$ cat config.mk
export PLATFORM = sky130hd
export DESIGN_NAME = multiplier_16bit_seq
export DESIGN_NICKNAME = d
export VERILOG_FILES = /design/src/rtl/mul16_pkg.sv /design/src/rtl/multiplier_16bit_seq.sv
export SDC_FILE = /design/constraint.sdc
export NUM_CORES = 1
export LEC_CHECK = 0
export ABC_AREA = 1
export BUFFER_PORTS_ARGS = -buffer_cell sky130_fd_sc_hd__buf_2
export CORE_UTILIZATION = 55
export CTS_CLUSTER_DIAMETER = 30
export DETAILED_ROUTE_END_ITERATION = 8
export GPL_TIMING_DRIVEN = 0
export HOLD_SLACK_MARGIN = 0.1
export PLACE_DENSITY_LB_ADDON = 0.2
export SLEW_MARGIN = 0
export SYNTH_ARGS = -nofsm -noshare
export SYNTH_HDL_FRONTEND = slang
export SYNTH_SLANG_ARGS = --single-unit
$ cat constraint.sdc
create_clock -name clk -period 8.6 [get_ports clk]
set_clock_uncertainty 0.2 [all_clocks]
set_input_delay 0.86 -clock clk [delete_from_list [all_inputs] [get_ports clk]]
set_output_delay 0.86 -clock clk [all_outputs]
set_load 0.03 [all_outputs]
$ cat src/rtl/mul16_pkg.sv
// mul16_pkg: shared types and constants for the sequential 16-bit multiplier
//   state_t : FSM encoding (IDLE, CALC, DONE)
//   WIDTH   : operand/product width
//   CNT_W   : step counter width
//   STEPS   : shift-add steps per operation
package mul16_pkg;
  typedef enum logic [1:0] {IDLE, CALC, DONE} state_t;
  localparam int WIDTH = 16;
  localparam int CNT_W = 5;
  localparam int STEPS = 16;
endpackage

$ cat src/rtl/multiplier_16bit_seq.sv
// multiplier_16bit_seq: unsigned shift-add multiplier, one step per cycle, fixed latency
//   clk, rst_n            : clock, asynchronous active-low reset
//   start                 : request, sampled in IDLE only
//   multiplicand/multiplier : operands A/B, captured on the accepting edge
//   product               : low WIDTH bits of A*B
//   overflow              : upper WIDTH bits of A*B nonzero
//   zero_operand          : A==0 or B==0
//   busy, done            : busy in CALC/DONE, done one-cycle pulse with valid results
module multiplier_16bit_seq
  import mul16_pkg::*;
#(
  parameter int WIDTH = 16
) (
  input  logic             clk,
  input  logic             rst_n,
  input  logic             start,
  input  logic [WIDTH-1:0] multiplicand,
  input  logic [WIDTH-1:0] multiplier,
  output logic [WIDTH-1:0] product,
  output logic             overflow,
  output logic             zero_operand,
  output logic             busy,
  output logic             done
);
  state_t             r_state;
  logic [WIDTH-1:0]   r_a;
  logic [WIDTH-1:0]   r_b;
  logic [2*WIDTH-1:0] r_acc;
  logic [CNT_W-1:0]   r_cnt;
  logic [2*WIDTH-1:0] w_add;
  logic [2*WIDTH-1:0] w_acc_nxt;
  // A stays unshifted; the counter positions it, B shifts to expose the next bit
  assign w_add     = r_b[0] ? ({{WIDTH{1'b0}}, r_a} << r_cnt) : '0;
  assign w_acc_nxt = r_acc + w_add;
  always_ff @(posedge clk or negedge rst_n) begin
    if (!rst_n) begin
      r_state      <= IDLE;
      r_a          <= '0;
      r_b          <= '0;
      r_acc        <= '0;
      r_cnt        <= '0;
      product      <= '0;
      overflow     <= 1'b0;
      zero_operand <= 1'b0;
      busy         <= 1'b0;
      done         <= 1'b0;
    end else begin
      done <= 1'b0;
      case (r_state)
        IDLE: if (start) begin
          r_a     <= multiplicand;
          r_b     <= multiplier;
          r_acc   <= '0;
          r_cnt   <= '0;
          busy    <= 1'b1;
          r_state <= CALC;
        end
        CALC: begin
          r_acc <= w_acc_nxt;
          r_b   <= r_b >> 1;
          r_cnt <= r_cnt + 1'b1;
          // last step: results taken from the post-add value so no extra cycle is spent
          if (r_cnt == CNT_W'(WIDTH - 1)) begin
            product      <= w_acc_nxt[WIDTH-1:0];
            overflow     <= |w_acc_nxt[2*WIDTH-1:WIDTH];
            // an unsigned product is zero exactly when an operand is zero
            zero_operand <= (w_acc_nxt == '0);
            done         <= 1'b1;
            r_state      <= DONE;
          end
        end
        DONE: begin
          busy    <= 1'b0;
          r_state <= IDLE;
        end
        default: r_state <= IDLE;
      endcase
    end
  end
endmodule

==> run metrics <==
outcome=completed; initial antenna violation count=0; first-pass GRT wire length=33,100 um; Syn Nets=1,126; postcts setup bufs=0; Final Hold Viols=0; Hold Path Class=input port to asynchronous set/reset pin; area leader, netlist=dfrtp_1; Die Span Y=115 um; share of cells above drive strength 1=12.4%; clock slew at reported path FFs=70 ps; CP Data Required Time=8660 ps; Routed WL=20,500 um; # IOs=55; Worst Max-Slew Pin Slew=624 ps; Residual DRC=0; Worst-Skew Late Latency=360 ps; CTS tree=built; PortBufs=54; antenna-violating nets left=0; setup TNS=0 ps; post-CTS sizing=0; vias per cell=5.49; Nets=1,192; Core ar.=12,200 um^2; Synth area leaders=dfrtp_1 (32%), nand2_1 (19%), inv_1 (7.4%); Worst Path Arrival=4520 ps; synth unique cells=41; clk sinks=91; f_max=0.224 GHz; CTS max path bufs=2; critical path type=flip-flop to flip-flop; Yosys Warn Count=0; Die ar.=13,200 um^2; register area share after synthesis=32.4%; Die W=115 um; gr ovfl total=0; Startpoint Class=flip-flop; Max Slew Vio Count=0; FP Rows=40; ANT cells=0; total CTS buffers=9; vias in the first global route=6,684; RSZ-0062 raised after global routing=false; Setup crit end kind=flip-flop; max_cap viols=0; FF+latch count, synth=91; vias=7,109; Final period util=51.9%; # setup viols final=0; Initial Util=57.5%; Tot GR Track Use=33.3%; Mapped Cells=1,057; clock root buffer=clkbuf_16; Max-slew headroom=58.4%; DR iter-0 viols=547; drt wl/cell=15.8 um; area of the mapped netlist=7030 um^2; hold_buf cts=0; largest net degree at the start of global routing=56; Final Critical Period=4470 ps; Area growth, synth to finish=11.8%; DR pass1 iterations=6; top cell type's share of synthesized area=32.4%; Syn Area/Cell=6.65 um^2; htree depth=3; dpl hpwl=16,600 um; CP Max Fanout=10; RePlAce Congestion=0.970
cell usage after synthesis, drive strengths merged:
cell type and count:
mux2 15, a32o 1, nand3 76, xnor2 2, nand3b 7, a21o 1, o21ai 74, nor4 2
dfrtp 91, nor3 8, and2 1, o32ai 2, o311ai 1, or2 3, xor2 8, o21a 1
a21oi 39, clkbuf 22, a31oi 5, o41ai 1, o211ai 1, fa 1, a22o 10, buf 11
o21bai 5, inv 144, nand2 371, clkinv 1, nor2 86, ha 33, o22ai 24, nand4 10
layer usage:
layer / track usage, % / vias to the layer above / routed length [um]
li1: - / 3552 / -
met1: 42.3 / 3293 / 9220
met2: 54.6 / 217 / 9410
met3: 7.70 / 47 / 1140
met4: 13.9 / 0 / 763
met5: 0 / - / 0
worst paths after layout:
check                             end  slack, ps  cells past startpoint        from
setup / recovery             overflow       4130                     23    r_cnt[1]
hold / removal             product[9]        270                      1       rst_n
setup reg to reg             overflow       4130                     23    r_cnt[1]
hold reg to reg            product[2]        280                      2  product[2]
max in group asynchronous    r_cnt[1]       7270                      2       rst_n
min in group clk           product[2]        280                      2  product[2]
state kept, by name, summed over array words and instances (netlist names):
signal and cells:
r_acc 32, product 16, r_a 16, r_b 16, r_cnt 5, r_state 2
busy 1, done 1, overflow 1, zero_operand 1
final cells by class:
type,count,area [um^2]
fill,1240,4360
multi-input combinational,788,4040
sequential,91,2280
inverter,145,547
timing repair buffer,55,300
clock buffer,9,225
tap,168,210
buffer,33,158
clock inverter,7,91.3
stage by stage:
step	instances	area, um^2	utilization [%]	setup WS (ps)	hold WS (ps)
after floorplan	1057	7030	-	5380	259
after global placement	1279	7510	61.5	4310	258
after detailed placement	1280	7540	61.7	4260	259
after CTS	1296	7850	64.3	4260	278
after global routing	1296	7850	64.3	3800	307
final	1296	7850	64.3	4130	274
cell families (layout without fill, tap and decap cells):
family	after synthesis	count (layout)	synth area share [%]
and+or+nand+nor	564	564	34.2
DFF	91	91	32.4
adders and majority gates	34	34	6.16
buffers and inverters	178	249	10.0
AOI/OAI and AO/OA	165	165	13.5
muxes	15	15	2.40
xor gates and xnor gates	10	10	1.25
critical path, stage by stage, from the launching register on:
cell,delay (ps)
dfrtp_1,380
buf_4,170
inv_1,80
buf_6,130
buf_2,210
nand3_1,90
o21ai_0,130
o21ai_0,170
o21ai_0,480
o21ai_0,270
ha_1,410
nand2_1,110
nor2_1,160
nand2_1,130
nor3_1,150
nand2_1,160
nand2_1,100
nand2_1,50
nand2_1,110
nand2_1,80
nor2_1,330
nand3_1,130
nand2_1,90
nand2_1,40
cell usage in the layout, fill, tap and decap left out, drive strengths merged:
cell,count
o22ai,24
xor2,8
nand4,10
o21a,1
dfrtp,91
clkinv,3
nor3,8
a21oi,39
nand3b,7
inv,147
a21o,1
a22o,10
bufinv,1
clkbuf,31
or2,3
nor4,2
a32o,1
nand3,76
and2,1
o21bai,5
clkinvlp,1
o21ai,74
a31oi,5
xnor2,2
nor2,86
o311ai,1
fa,1
buf,66
o41ai,1
ha,33
nand2,371
o32ai,2
mux2,15
o211ai,1
Power is left out: the tool's default activity adds up to more than one toggle a clock period on the data nets, which glitch-free logic cannot reach.
